<file path="config.mk">
export PLATFORM = sky130hd
export DESIGN_NAME = tristate_bus_rx
export DESIGN_NICKNAME = d
export VERILOG_FILES = /design/src/rtl/tbus_pkg.sv /design/src/rtl/tbus_sync.sv /design/src/rtl/tristate_bus_rx.sv
export SDC_FILE = /design/constraint.sdc
export NUM_CORES = 1
export LEC_CHECK = 0
export CELL_PAD_IN_SITES_DETAIL_PLACEMENT = 1
export CELL_PAD_IN_SITES_GLOBAL_PLACEMENT = 1
export CORE_ASPECT_RATIO = 1.75
export CORE_MARGIN = 1
export CORE_UTILIZATION = 35
export CTS_CLUSTER_SIZE = 28
export DETAILED_ROUTE_END_ITERATION = 8
export HOLD_SLACK_MARGIN = 0.06
export PLACE_DENSITY_LB_ADDON = 0.1
export SLEW_MARGIN = 20
export SYNTH_ARGS = -nofsm -noshare
export SYNTH_HDL_FRONTEND = slang
export SYNTH_SLANG_ARGS = --single-unit
</file>
<file path="constraint.sdc">
create_clock -name clk -period 1.9 [get_ports clk]
set_input_delay 0.38 -clock clk [delete_from_list [all_inputs] [get_ports clk]]
set_output_delay 0.38 -clock clk [all_outputs]
set_load 0.03 [all_outputs]
</file>
<file path="src/rtl/tbus_pkg.sv">
// Shared definitions for the single-wire tristate bus: receiver states,
// the released-line level and the default frame geometry.
package tbus_pkg;

   typedef enum logic [2:0] {
      IDLE,
      START,
      DATA,
      STOP,
      WAIT_HI
   } state_e;

   localparam logic BUS_IDLE = 1'b1;

   localparam int DEF_CLKS_PER_BIT = 4;
   localparam int DEF_DATA_BITS    = 8;

endpackage

</file>
<file path="src/rtl/tbus_sync.sv">
// Two-flop synchronizer for the asynchronous bus line; both flops reset to
// the released level so reset never looks like a start bit.
module tbus_sync
   import tbus_pkg::*;
(
   input  logic clk_i,
   input  logic rst_ni,
   input  logic d_i,
   output logic q_o
);

   logic meta_q;
   logic sync_q;

   always_ff @(posedge clk_i or negedge rst_ni) begin
      if (!rst_ni) begin
         meta_q <= BUS_IDLE;
         sync_q <= BUS_IDLE;
      end else begin
         meta_q <= d_i;
         sync_q <= meta_q;
      end
   end

   assign q_o = sync_q;

endmodule

</file>
<file path="src/rtl/tristate_bus_rx.sv">
// Listening end of the shared tristate bus: start-bit qualification,
// LSB-first deserialization, stop-bit check and one-cycle result strobes.
module tristate_bus_rx
   import tbus_pkg::*;
#(
   parameter int CLKS_PER_BIT = DEF_CLKS_PER_BIT,
   parameter int DATA_BITS    = DEF_DATA_BITS
) (
   input  logic                 clk,
   input  logic                 rst_n,
   input  logic                 bus,
   output logic [DATA_BITS-1:0] data,
   output logic                 valid,
   output logic                 frame_err,
   output logic                 busy
);

   localparam int CW = $clog2(CLKS_PER_BIT);
   localparam int IW = (DATA_BITS > 1) ? $clog2(DATA_BITS) : 1;

   localparam logic [CW-1:0] HALF_LAST = CW'(CLKS_PER_BIT / 2 - 1);
   localparam logic [CW-1:0] BIT_LAST  = CW'(CLKS_PER_BIT - 1);
   localparam logic [IW-1:0] IDX_LAST  = IW'(DATA_BITS - 1);

   logic                 busSync;
   state_e               state_q, state_d;
   logic [CW-1:0]        bitCnt_q, bitCnt_d;
   logic [IW-1:0]        bitIdx_q, bitIdx_d;
   logic [DATA_BITS-1:0] shiftReg_q, shiftReg_d;
   logic [DATA_BITS-1:0] dataReg_q, dataReg_d;
   logic                 valid_q, valid_d;
   logic                 frameErr_q, frameErr_d;

   tbus_sync uSync (
      .clk_i  (clk),
      .rst_ni (rst_n),
      .d_i    (bus),
      .q_o    (busSync)
   );

   always_ff @(posedge clk or negedge rst_n) begin
      if (!rst_n) begin
         state_q    <= IDLE;
         bitCnt_q   <= '0;
         bitIdx_q   <= '0;
         shiftReg_q <= '0;
         dataReg_q  <= '0;
         valid_q    <= 1'b0;
         frameErr_q <= 1'b0;
      end else begin
         state_q    <= state_d;
         bitCnt_q   <= bitCnt_d;
         bitIdx_q   <= bitIdx_d;
         shiftReg_q <= shiftReg_d;
         dataReg_q  <= dataReg_d;
         valid_q    <= valid_d;
         frameErr_q <= frameErr_d;
      end
   end

   // The start bit is sampled at mid-bit; every later sample lands one full
   // bit period later, so the counter wraps to zero at each sample point.
   always_comb begin
      state_d    = state_q;
      bitCnt_d   = bitCnt_q + CW'(1);
      bitIdx_d   = bitIdx_q;
      shiftReg_d = shiftReg_q;
      dataReg_d  = dataReg_q;
      valid_d    = 1'b0;
      frameErr_d = 1'b0;
      case (state_q)
         IDLE: begin
            bitCnt_d = '0;
            bitIdx_d = '0;
            if (busSync != BUS_IDLE) begin
               state_d = START;
            end
         end
         START: begin
            if (bitCnt_q == HALF_LAST) begin
               bitCnt_d = '0;
               bitIdx_d = '0;
               state_d  = (busSync == BUS_IDLE) ? IDLE : DATA;
            end
         end
         DATA: begin
            if (bitCnt_q == BIT_LAST) begin
               bitCnt_d             = '0;
               shiftReg_d[bitIdx_q] = busSync;
               if (bitIdx_q == IDX_LAST) begin
                  state_d = STOP;
               end else begin
                  bitIdx_d = bitIdx_q + IW'(1);
               end
            end
         end
         STOP: begin
            if (bitCnt_q == BIT_LAST) begin
               bitCnt_d = '0;
               if (busSync == BUS_IDLE) begin
                  dataReg_d = shiftReg_q;
                  valid_d   = 1'b1;
                  state_d   = IDLE;
               end else begin
                  frameErr_d = 1'b1;
                  state_d    = WAIT_HI;
               end
            end
         end
         WAIT_HI: begin
            bitCnt_d = '0;
            if (busSync == BUS_IDLE) begin
               state_d = IDLE;
            end
         end
         default: begin
            bitCnt_d = '0;
            state_d  = IDLE;
         end
      endcase
   end

   always_comb begin
      busy      = (state_q != IDLE);
      data      = dataReg_q;
      valid     = valid_q;
      frame_err = frameErr_q;
   end

endmodule

</file>
==> metrics <==
final core utilization=43.6%; top-level I/O count=14; CTS tree=yes; met3 usage=2.01%; Most Used Layer, Global Route=met2; Max-slew headroom=69.1%; post-route ant nets=0; Internal=1.26 mW; Yosys cell types=31; reg2reg start=bitCnt_q[0]$_DFF_PN0_; buffer count from post-CTS setup fixing=0; routed length per instance=15.8 um; synthesis-to-finish area growth=19.1%; first-pass GRT wire length=4.66 mm; Syn Area/Cell=12.4 um2; Final #Nets=132; critical path launch point type=register; htree depth=1; Final period util=91.6%; Placed Instance Area=1510 um2; #FFs+latches synth=28; ant diodes=0; Die H=83.1 um; Crit path arrival time=1900 ps; clk sink count=28; Lkg Pwr=0.739 nW; Data required, critical path=2060 ps; CP Capture Type=register; Pre-antenna DRT Iters=4; status=finished, final reports clean; reg-to-reg slack, setup=160 ps; number of vias per cell=5.11; Placed Instances=165; Root Buffer=clkbuf_8; core area=3590 um2; PwrDens=1250 nW/um2; peak supply drop=0.630 mV; Fin. Hold Viols=0; hpwl dp=2.06 mm; sequential fraction of design power=42.9%; switching power=0.706 mW; GR Util met1=15.3%; Pins Over Slew Limit=0; Setup WS post-layout=160 ps; FMAX=575 MHz; dpl ws=191 ps; syn nets=114; Clk network pwr share=18.7%; Crit Path Class=register to register; Hold-fix buffers, CTS=0; Residual DRC=0; sw frac=36.0%; Vias=863; CP startpoint=bitCnt_q[0]$_DFF_PN0_; Final Setup Violations=0; row cnt=29; vias in the first global route=997; met2 global-route usage=27.8%; Critical Path Max Stage Delay=410 ps; Hold WC Path Type=register to register; clock slew at reported path FFs=90 ps; Post-Synthesis Cells=106; post-route cell area=1570 um2; die area=4020 um2; logic gate share of total power=38.4%; Mapped Area=1320 um2; worst-path fanout max=6; clk buf depth=2; Starting Density=36.6%; YS warnings=0; largest net degree at the start of global routing=29; DR iter-0 viols=7; total congestion overflow=0; RSZ-0062 raised after global routing=false; post-synthesis sequential area ratio=53.4%; maxcap violations=0; Hold Path Origin=uSync.meta_q$_DFF_PN1_; slowest cell on the critical path=dfrtp_1; worst clock skew=3.86 ps; worst skew pair latency=270 ps; port bufs=13; Die X-Extent=48.4 um; gp weighted congestion=0.860; CTS Buf Count=3; worst slew pin tran=460 ps; CP cell instances=ha_1 > and4bb_4 > nand2b_4 > nor3b_1 > mux2_2; DRT Wirelength=2.67 mm; cts repair resizes=1; Total GRT Usage=15.3%; ratio of cells with drive above 1 in the final layout=28.5%; Post-Layout Cell Count=169; TNS Setup=0 ps; initial antenna violation count=0; post-layout minimum cycle time=1740 ps
-- layout make-up --
class                      instances  area [um2]
inverter                           7        26.3
multi-input combinational         65         552
clock buffer                       4        55.1
tap                               46        57.6
sequential                        28         703
timing repair buffer              19         174
fill                             393        2020
-- power by group through the flow --
stage	clock network, mW	logic [mW]	registers (mW)
6_report	0.367	0.753	0.841
5_1_grt	0.403	0.832	0.861
4_1_cts	0.386	0.770	0.846
3_5_place_dp	0	0.778	0.856
3_3_place_gp	0	0.746	0.847
2_1_floorplan	0	0.533	0.827
-- cells by family after synthesis --
group,after synthesis,share of synthesized area (%)
mux,19,17.0
compound gates,10,5.04
fa+ha+maj,5,4.75
flops,28,53.4
xor+xnor,1,0.666
buf+inv,13,4.66
simple gates,30,14.5
-- per-stage QoR --
stage	hold WS, ps	total power, mW
finish	361	1.96
global route	372	2.10
CTS	362	2.00
detailed placement	347	1.63
global placement	346	1.59
floorplan	84.4	1.36
-- Yosys cell counts --
cell       n  share of area (%)
nand3b_1   2                1.1
nor3_1     6                2.3
nor3b_2    1               0.95
nand2b_1   1               0.48
mux2i_1    1               0.76
inv_1      7                2.0
nand2_1    3               0.86
and2_4     1               0.67
ha_1       5                4.8
nor4_1     1               0.48
a31oi_1    2               0.95
and2_1     1               0.48
o21ai_0    3                1.1
nor3b_1    1               0.57
and4_1     2                1.3
dfstp_2    2                4.0
buf_4      2                1.1
o31ai_1    2                1.1
and4bb_4   1                1.2
nand2b_4   1                1.0
dfrtp_1   26                 49
mux2_4     3                3.4
a22oi_1    1               0.57
o21bai_1   1               0.57
xnor2_1    1               0.67
a311oi_1   1               0.67
mux2_2    15                 13
nand2_2    1               0.48
buf_2      4                1.5
nand3_1    2               0.76
nor2_1     6                1.7
-- flip-flops by register name, summed over array words and instances, names as in the netlist --
signal	cells
bitIdx_q	3
shiftReg_q	8
valid	1
uSync.meta_q	1
state_q	3
frame_err	1
data	8
uSync.q_o	1
bitCnt_q	2
-- worst paths after layout --
| kind | endpoint | cells past startpoint |
|---|---|---|
| max in group asynchronous | uSync.meta_q$_DFF_PN1_ | 2 |
| min in group asynchronous | valid$_DFF_PN0_ | 2 |
| worst max register to register | shiftReg_q[1]$_DFFE_PN0P_ | 5 |
| worst min-delay path | uSync.q_o$_DFF_PN1_ | 0 |
| worst max-delay path | shiftReg_q[1]$_DFFE_PN0P_ | 5 |
| worst min register to register | uSync.q_o$_DFF_PN1_ | 0 |
-- layer usage --
metal  part of all wire [%]  routed length (um)  up-vias
li1                       -                   -      400
met1                     36                 961      436
met2                     57                1520       17
met3                    2.5                  67       10
met4                    4.6                 124        0
met5                      0                   0        -
-- cells in the final DEF, fill, tap and decap left out, types with 2 or more instances in the layout --
cell and count:
a31oi_1 2, and4_1 2, buf_4 6, clkbuf_8 4, clkdlybuf4s50_1 12, dfrtp_1 26
dfstp_2 2, ha_1 5, inv_1 7, mux2_2 15, mux2_4 3, nand2_1 3
nand3_1 2, nand3b_1 2, nor2_1 6, nor3_1 6, o21ai_0 3, o31ai_1 2
-- worst max-delay path, delay by kind of cell, from the launching register on --
kind / cells / cell delay, ps
adders and majority gates: 1 / 280
muxes: 1 / 370
and+or+nand+nor: 3 / 570
DFF: 1 / 410
No activity file was read; power rests on OpenSTA's default activity.
